`config.mk`:
```
export PLATFORM = sky130hd
export DESIGN_NAME = uart_rx_feed
export DESIGN_NICKNAME = d
export VERILOG_FILES = /design/src/rtl/uart_rx_feed.sv
export SDC_FILE = /design/constraint.sdc
export NUM_CORES = 1
export LEC_CHECK = 0
export BUFFER_PORTS_ARGS = -buffer_cell sky130_fd_sc_hd__buf_2
export CAP_MARGIN = 5
export CORE_ASPECT_RATIO = 1.2
export CORE_UTILIZATION = 30
export CTS_BUF_LIST = sky130_fd_sc_hd__clkbuf_16
export CTS_CLUSTER_DIAMETER = 30
export DETAILED_ROUTE_END_ITERATION = 7
export GPL_TIMING_DRIVEN = 0
export PLACE_DENSITY = 0.53
export SYNTH_ARGS = -nofsm -noshare
export SYNTH_HDL_FRONTEND = slang
export SYNTH_SLANG_ARGS = --single-unit
```
`constraint.sdc`:
```
create_clock -name SYSCLK -period 6.02 [get_ports SYSCLK]
set_input_delay 0.301 -clock SYSCLK [delete_from_list [all_inputs] [get_ports SYSCLK]]
set_output_delay 0.301 -clock SYSCLK [all_outputs]
set_load 0.1 [all_outputs]
```
`src/rtl/uart_rx_feed.sv`:
```
// -----------------------------------------------------------------------------
// uart_rx_feed
//
// Receives bytes from an RS-232 line and packs pairs of them into 16-bit words
// for an SDRAM write FIFO. The first valid byte of a pair is the low byte and
// the second is the high byte. Every completed word raises a one-cycle write
// strobe, and the SDRAM word address then advances by one. Once WORD_CNT words
// have been written, WR_DONE stays high until reset. Bytes that arrive after
// that point are still received, but they produce no strobe.
//
// Parameters
//   CLK_FREQ  system clock frequency in Hz
//   BAUD      serial bit rate (BAUD_DIV = CLK_FREQ / BAUD, truncated)
//   WORD_CNT  number of 16-bit words to accept before WR_DONE
//
// Ports
//   SYSCLK        rising-edge clock for all logic
//   RST           synchronous active-high reset
//   RS232_RX      asynchronous serial input, idle high
//   WR_FIFO_DATA  last assembled word (held between strobes)
//   WR_FIFO_REQ   one-cycle write strobe for WR_FIFO_DATA
//   WR_ADDR       SDRAM word address of the current word (wraps at 2^22)
//   WR_DONE       level, WORD_CNT words written
//   FRAME_ERR     one-cycle pulse on a low stop bit
//   PAR_ERR       one-cycle pulse on an even-parity mismatch
//
// Build option
//   UART_RX_PARITY_EN  when defined, the frame is 8E1 and PAR_ERR is live.
//                      Otherwise the frame is 8N1 and PAR_ERR is tied to 0.
// -----------------------------------------------------------------------------
module uart_rx_feed #(
    parameter int CLK_FREQ = 50000000,
    parameter int BAUD     = 9600,
    parameter int WORD_CNT = 256
) (
    input  logic        SYSCLK,
    input  logic        RST,
    input  logic        RS232_RX,
    output logic [15:0] WR_FIFO_DATA,
    output logic        WR_FIFO_REQ,
    output logic [21:0] WR_ADDR,
    output logic        WR_DONE,
    output logic        FRAME_ERR,
    output logic        PAR_ERR
);

    localparam int BAUD_DIV = CLK_FREQ / BAUD;
    localparam int CNT_W    = (BAUD_DIV > 1) ? $clog2(BAUD_DIV) : 1;
    localparam int WC_W     = $clog2(WORD_CNT + 1);

    localparam logic [CNT_W-1:0] FULL_LAST = CNT_W'(BAUD_DIV - 1);
    localparam logic [CNT_W-1:0] HALF_LAST = CNT_W'(BAUD_DIV / 2 - 1);
    localparam logic [WC_W-1:0]  LAST_WORD = WC_W'(WORD_CNT - 1);

    typedef enum logic [2:0] {IDLE, START, DATA, PARITY, STOP} state_t;

    state_t             state_reg, state_next;
    logic               rx_meta_reg, rx_sync_reg;
    logic               armed_reg, armed_next;
    logic [CNT_W-1:0]   baud_cnt_reg, baud_cnt_next;
    logic [2:0]         bit_cnt_reg, bit_cnt_next;
    logic [7:0]         shift_reg, shift_next;
    logic               par_bad_reg;
    logic               byte_ok, byte_bad, par_fail;

    logic               pending_reg;
    logic [7:0]         low_byte_reg;
    logic [15:0]        data_reg;
    logic               req_reg;
    logic [21:0]        addr_reg;
    logic [WC_W-1:0]    word_cnt_reg;
    logic               done_reg;
    logic               frame_err_reg;

    // Receive FSM: next state, bit timing and the per-byte verdicts
    always_comb begin
        state_next    = state_reg;
        armed_next    = armed_reg;
        baud_cnt_next = baud_cnt_reg + 1'b1;
        bit_cnt_next  = bit_cnt_reg;
        shift_next    = shift_reg;
        byte_ok       = 1'b0;
        byte_bad      = 1'b0;
        par_fail      = 1'b0;

        case (state_reg)
            IDLE: begin
                baud_cnt_next = '0;
                bit_cnt_next  = '0;
                // A start bit is recognized only after the line has been
                // seen high. This way, a line stuck low cannot retrigger
                // reception over and over.
                if (rx_sync_reg) begin
                    armed_next = 1'b1;
                end else if (armed_reg) begin
                    armed_next = 1'b0;
                    state_next = START;
                end
            end
            START: begin
                if (baud_cnt_reg == HALF_LAST) begin
                    baud_cnt_next = '0;
                    // A line that is high again at mid-start counts as a glitch.
                    state_next    = rx_sync_reg ? IDLE : DATA;
                end
            end
            DATA: begin
                if (baud_cnt_reg == FULL_LAST) begin
                    baud_cnt_next = '0;
                    shift_next    = {rx_sync_reg, shift_reg[7:1]};
                    bit_cnt_next  = bit_cnt_reg + 1'b1;
                    if (bit_cnt_reg == 3'd7) begin
`ifdef UART_RX_PARITY_EN
                        state_next = PARITY;
`else
                        state_next = STOP;
`endif
                    end
                end
            end
            PARITY: begin
                if (baud_cnt_reg == FULL_LAST) begin
                    baud_cnt_next = '0;
                    state_next    = STOP;
                    par_fail      = (rx_sync_reg != ^shift_reg);
                end
            end
            STOP: begin
                if (baud_cnt_reg == FULL_LAST) begin
                    baud_cnt_next = '0;
                    state_next    = IDLE;
                    if (!rx_sync_reg)
                        byte_bad = 1'b1;
                    else if (!par_bad_reg)
                        byte_ok = 1'b1;
                end
            end
            default: state_next = IDLE;
        endcase
    end

    always_ff @(posedge SYSCLK) begin
        if (RST) begin
            rx_meta_reg   <= 1'b1;
            rx_sync_reg   <= 1'b1;
            state_reg     <= IDLE;
            armed_reg     <= 1'b0;
            baud_cnt_reg  <= '0;
            bit_cnt_reg   <= '0;
            shift_reg     <= '0;
            par_bad_reg   <= 1'b0;
            pending_reg   <= 1'b0;
            low_byte_reg  <= '0;
            data_reg      <= '0;
            req_reg       <= 1'b0;
            addr_reg      <= '0;
            word_cnt_reg  <= '0;
            done_reg      <= 1'b0;
            frame_err_reg <= 1'b0;
        end else begin
            rx_meta_reg   <= RS232_RX;
            rx_sync_reg   <= rx_meta_reg;
            state_reg     <= state_next;
            armed_reg     <= armed_next;
            baud_cnt_reg  <= baud_cnt_next;
            bit_cnt_reg   <= bit_cnt_next;
            shift_reg     <= shift_next;
            frame_err_reg <= byte_bad;
            req_reg       <= 1'b0;

            // A parity failure marks the byte bad until the frame ends.
            if (state_reg == IDLE)
                par_bad_reg <= 1'b0;
            else if (par_fail)
                par_bad_reg <= 1'b1;

            // Byte pairing. Any discarded byte restarts the pairing with a low byte.
            if (byte_bad || par_fail) begin
                pending_reg <= 1'b0;
            end else if (byte_ok) begin
                if (!pending_reg) begin
                    low_byte_reg <= shift_reg;
                    pending_reg  <= 1'b1;
                end else begin
                    pending_reg <= 1'b0;
                    if (!done_reg) begin
                        data_reg <= {shift_reg, low_byte_reg};
                        req_reg  <= 1'b1;
                    end
                end
            end

            // The address and word count advance in the cycle after the strobe.
            if (req_reg) begin
                addr_reg     <= addr_reg + 22'd1;
                word_cnt_reg <= word_cnt_reg + 1'b1;
                if (word_cnt_reg == LAST_WORD)
                    done_reg <= 1'b1;
            end
        end
    end

`ifdef UART_RX_PARITY_EN
    logic par_err_reg;

    always_ff @(posedge SYSCLK) begin
        if (RST)
            par_err_reg <= 1'b0;
        else
            par_err_reg <= par_fail;
    end

    assign PAR_ERR = par_err_reg;
`else
    assign PAR_ERR = 1'b0;
`endif

    assign WR_FIFO_DATA = data_reg;
    assign WR_FIFO_REQ  = req_reg;
    assign WR_ADDR      = addr_reg;
    assign WR_DONE      = done_reg;
    assign FRAME_ERR    = frame_err_reg;

endmodule
```
[Word-level counts from Yosys, hierarchy flattened]
Index checks and enable logic that the tools add are counted.
Word-level totals
  bits in registers: 90
  word-level logic and storage cells: 80
  input port bits: 3
  output and inout bits: 42
Cells by class
  muxes and demuxes: 26
  reductions and logical operators: 14
  bitwise logic cells: 4
  add/sub/neg operators: 4
  eq/ne operators: 16
Operators by type and width (count)
  $pmux 13 s3: 1
  $mux 13: 2
  $mux 3: 8
  $add 22x1->22 const B: 1
  $pmux 3 s5: 1
  $ne 2x2->1 const B: 7
  $add 13x1->13 const B: 1
  $eq 13x12->1 const B: 1
  $eq 13x13->1 const B: 1
  $mux 1: 12
  $add 9x1->9 const B: 1
  $eq 9x8->1 const B: 1
  $reduce_xor 8->1: 1
  $reduce_and 7->1: 1
  $eq 3x2->1 const B: 2
  $eq 3x3->1 const B: 2
  $pmux 3 s2: 1
  $reduce_and 2->1: 3
  $not 1->1: 4
  $reduce_and 4->1: 1
  $reduce_or 2->1: 2
  $reduce_or 4->1: 1
  $add 3x1->3 const B: 1
  $eq 3x1->1 const B: 1
  7 further kinds: 7

[Logic depth before layout (Yosys ltp)]
  word-level depth: 7
  gate-level depth with buffers: 8
  mapped depth without buffers: 6

[Worst setup path after synthesis]
No wires, ideal clock.
  path kind: reg2reg
  start point: register req_reg, in the netlist WR_FIFO_REQ
  end point: register addr_reg[21], in the netlist WR_ADDR[21]
  path slack: 3632 ps
  library setup time: 128 ps
  period minus slack after synthesis: 2388 ps
  data required time: 5892 ps
  buffers on the path: 0
  stages on the path, launching flop included: 6
  data arrival time: 2260 ps
  cell sequence: dfxtp_1 > nand4_1 > or3_1 > nor4_1 > xnor2_1 > nor2_1
RTL lines
  start, declared: RTL line 69  | logic req_reg;
  start signal, assigned: RTL line 155  | req_reg <= 1'b0;
  start signal, assigned: RTL line 169  | req_reg <= 1'b0;
  start signal, assigned: RTL line 188  | req_reg <= 1'b1;
  end signal, assigned: RTL line 195  | addr_reg <= addr_reg + 22'd1;
  end, declared: RTL line 70  | logic [21:0] addr_reg;

[Worst setup path after layout]
  start point: register baud_cnt_reg[0]
  end point: register baud_cnt_reg[11]
Between the ends
  word-level cells in the longest chain between the ends: 3
RTL lines
  start, declared: RTL line 60  | logic [CNT_W-1:0] baud_cnt_reg, baud_cnt_next;
  start signal, assigned: RTL line 165  | baud_cnt_reg <= baud_cnt_next;
  $add 13x1->13 (tied with other cells): RTL line 79  | baud_cnt_next = baud_cnt_reg + 1'b1;
  $mux 13 (on tied branches)
  $pmux 13 s3 (*): RTL line 86  | case (state_reg)
Every way passes the cells marked *; elsewhere a longest branch is shown, timed or not.
A chain may end at the register's enable or synchronous reset.

==> results.ini <==
[clock_network]
clkLatencyLatePin_ns=0.34
cts_max_level=3
root_buffer=clkbuf_16
cts_tree=yes
clkTransAtPathRegs_ns=0.06
ctsHoldBuffers=0
postCtsResizedCells=0
cts_inserted_buffers=9
post_cts_buffers=0
cts.sinks=90
cts_buffer_depth=2

[pwr]
combPwrFrac_pct=4.3
powerDensity_nw_per_um2=264
seqPwrFrac_pct=50.7
p_int_w=0.000933
leakagePower_nw=1.74
peakVddDrop_v=0.000157
p_sw_share_pct=21.8
clkPwrFrac_pct=45.0
power_switching_w=0.000260

[worst_setup_path]
setup.worst_path.start_class=register
worstPathRequired_ns=6.23
critPathCaptureType=register
worstPathArrival_ns=2.40
path_class=reg2reg
worstPathMaxFanout=10

[logic_synthesis]
yosys_warnings=0
synth_cell_type_count=45
syn-instance-count=439
netlist.area_leader.share_pct=47.1
synthTopCellsByArea=dfxtp_1 47%, nand2_1 7.0%, nor2_1 5.6%
yosysSeqAreaShare_pct=47.1
synth_top_area_cell=dfxtp_1
synth-edff-count=0
synth_ff_type=dfxtp_1
synth_area_sq_um=3830
synth_common_cells=90 x dfxtp_1, 71 x nand2_1, 57 x nor2_1
yosysMostFrequentCell=dfxtp_1
synth_nets=448
syn_avg_cell_area_sq_um=8.72
ys_async_sr_fraction_pct=0
synth_seq_cells=90

[timing]
fin_crit_sh_pct=36.4
rsz0062_at_grt=no
finalSetupTns_ns=0
drv_slew=0
period_needed_ns=2.19
hold_violations=0
worstMarginPinSlew_ns=0.585
setup_viol=0
slew-limit-headroom_pct=61.0
fmax_ghz=0.456
skew_ns=0.00755

[detailed_routing]
drc=0
routedWlPerCell_um=12.1
avgViaCountPerCell=4.72
vias=3101
ant_nets=0
drt_wl_total_um=7930
dr.first_iter.drc_count=149
firstDrtPassIters=4

[global_route]
gr-total-overflow=0
antenna_found_initial=0
grt_pass1_wl_um=13700
grt_max_degree=15
grt_pass1_vias=2927
gr-usage-all-layers_pct=12.9

[final_layout]
drive_above_1_share_pct=13.7
stdcell_count=657
fin_nets=501
largest_reg_flops=22
layout-area-overhead-vs-synth_pct=18.2
final.fill_count=1268
diodes=0

[place]
dp_hpwl_um=5810
dpl.cell_count=642
portBuffers=42
gp_congestion=0.807

[status]
status=complete, no violations

[job]
max_cap_viol_count=0

[floorplan]
fp.dieH_um=126
die_area_sq_um=13200
start_util_pct=31.2
core_sq_um=12300
die_w_um=105
ios=45
rows=44

[worst_hold_path]
hp-class=in2reg

## logic make-up after synthesis
| logic type | count (synthesis) | share of synthesized area, % |
|---|---|---|
| adders and majority gates | 6 | 1.96 |
| muxes | 11 | 2.88 |
| xor gates and xnor gates | 41 | 9.74 |
| AOI/OAI and AO/OA | 54 | 8.21 |
| and+or+nand+nor | 209 | 26.8 |
| other | 1 | 0.0980 |
| DFF | 90 | 47.1 |
| buffers and inverters | 27 | 3.27 |
## worst max-delay path: stages, from the launching register on
cell and delay, ns:
dfxtp_1 0.38, ha_1 0.31, nor4bb_1 0.34, a31oi_1 0.20, a21oi_1 0.16, a21o_1 0.21
clkbuf_1 0.38, nor2_1 0.10
## power by group through the flow
stage,sequential [W],combinational [W],clock [W]
finish,0.000605,0.0000516,0.000537
global route,0.000605,0.0000584,0.000583
CTS,0.000605,0.0000523,0.000555
detailed placement,0.000618,0.0000521,0
global placement,0.000619,0.0000514,0
floorplan,0.000617,0.0000405,0
## layout make-up
cell class / instances / area [sq um] / area share, %
buffer: 20 / 98.8 / 2.19
sequential: 90 / 1800 / 39.8
multi-input combinational: 322 / 1900 / 42.0
tap: 161 / 201 / 4.45
inverter: 7 / 26.3 / 0.581
clock buffer: 9 / 225 / 4.98
timing repair buffer: 42 / 210 / 4.65
clock inverter: 6 / 58.8 / 1.30
## path summary, 6_finish.rpt
| check | start | to | slack, ns | cells after the start |
|---|---|---|---|---|
| setup reg to reg | baud_cnt_reg[0] | baud_cnt_reg[11] | 3.83 | 7 |
| setup / recovery | baud_cnt_reg[0] | baud_cnt_reg[11] | 3.83 | 7 |
| hold / removal | RS232_RX | rx_meta_reg | 0.15 | 2 |
| hold reg to reg | rx_meta_reg | rx_sync_reg | 0.42 | 1 |
## placed cells by master (no fill, tap or decap), types with 9 or more instances in the layout
cell,instances
dfxtp_1,90
clkbuf_16,9
buf_2,43
nor2_1,57
nand4_1,13
nand2_1,71
clkbuf_1,13
nor3_1,10
nand3_1,15
a21oi_1,37
xor2_1,22
xnor2_1,18
or3_1,9
mux2i_1,11
## per-stage QoR
step / total power [W] / hold WS (ns) / worst slack, ns / instance area [sq um] / util, %
floorplan: 0.000658 / 0.389 / 3.63 / 3830 / -
global placement: 0.000670 / 0.394 / 3.87 / 4240 / 34.5
detailed placement: 0.000671 / 0.400 / 3.80 / 4240 / 34.5
CTS: 0.00121 / 0.134 / 3.79 / 4520 / 36.8
global route: 0.00125 / 0.137 / 3.59 / 4520 / 36.8
finish: 0.00119 / 0.145 / 3.83 / 4520 / 36.8
## per-layer routing
metal	vias to the layer above	global-route usage (%)	routed length [um]
li1	1599	-	-
met5	-	0	0
met1	1449	16.2	3910
met4	0	5.22	107
met2	43	21.3	3630
met3	10	2.95	280
No activity file was read; power rests on OpenSTA's default activity.
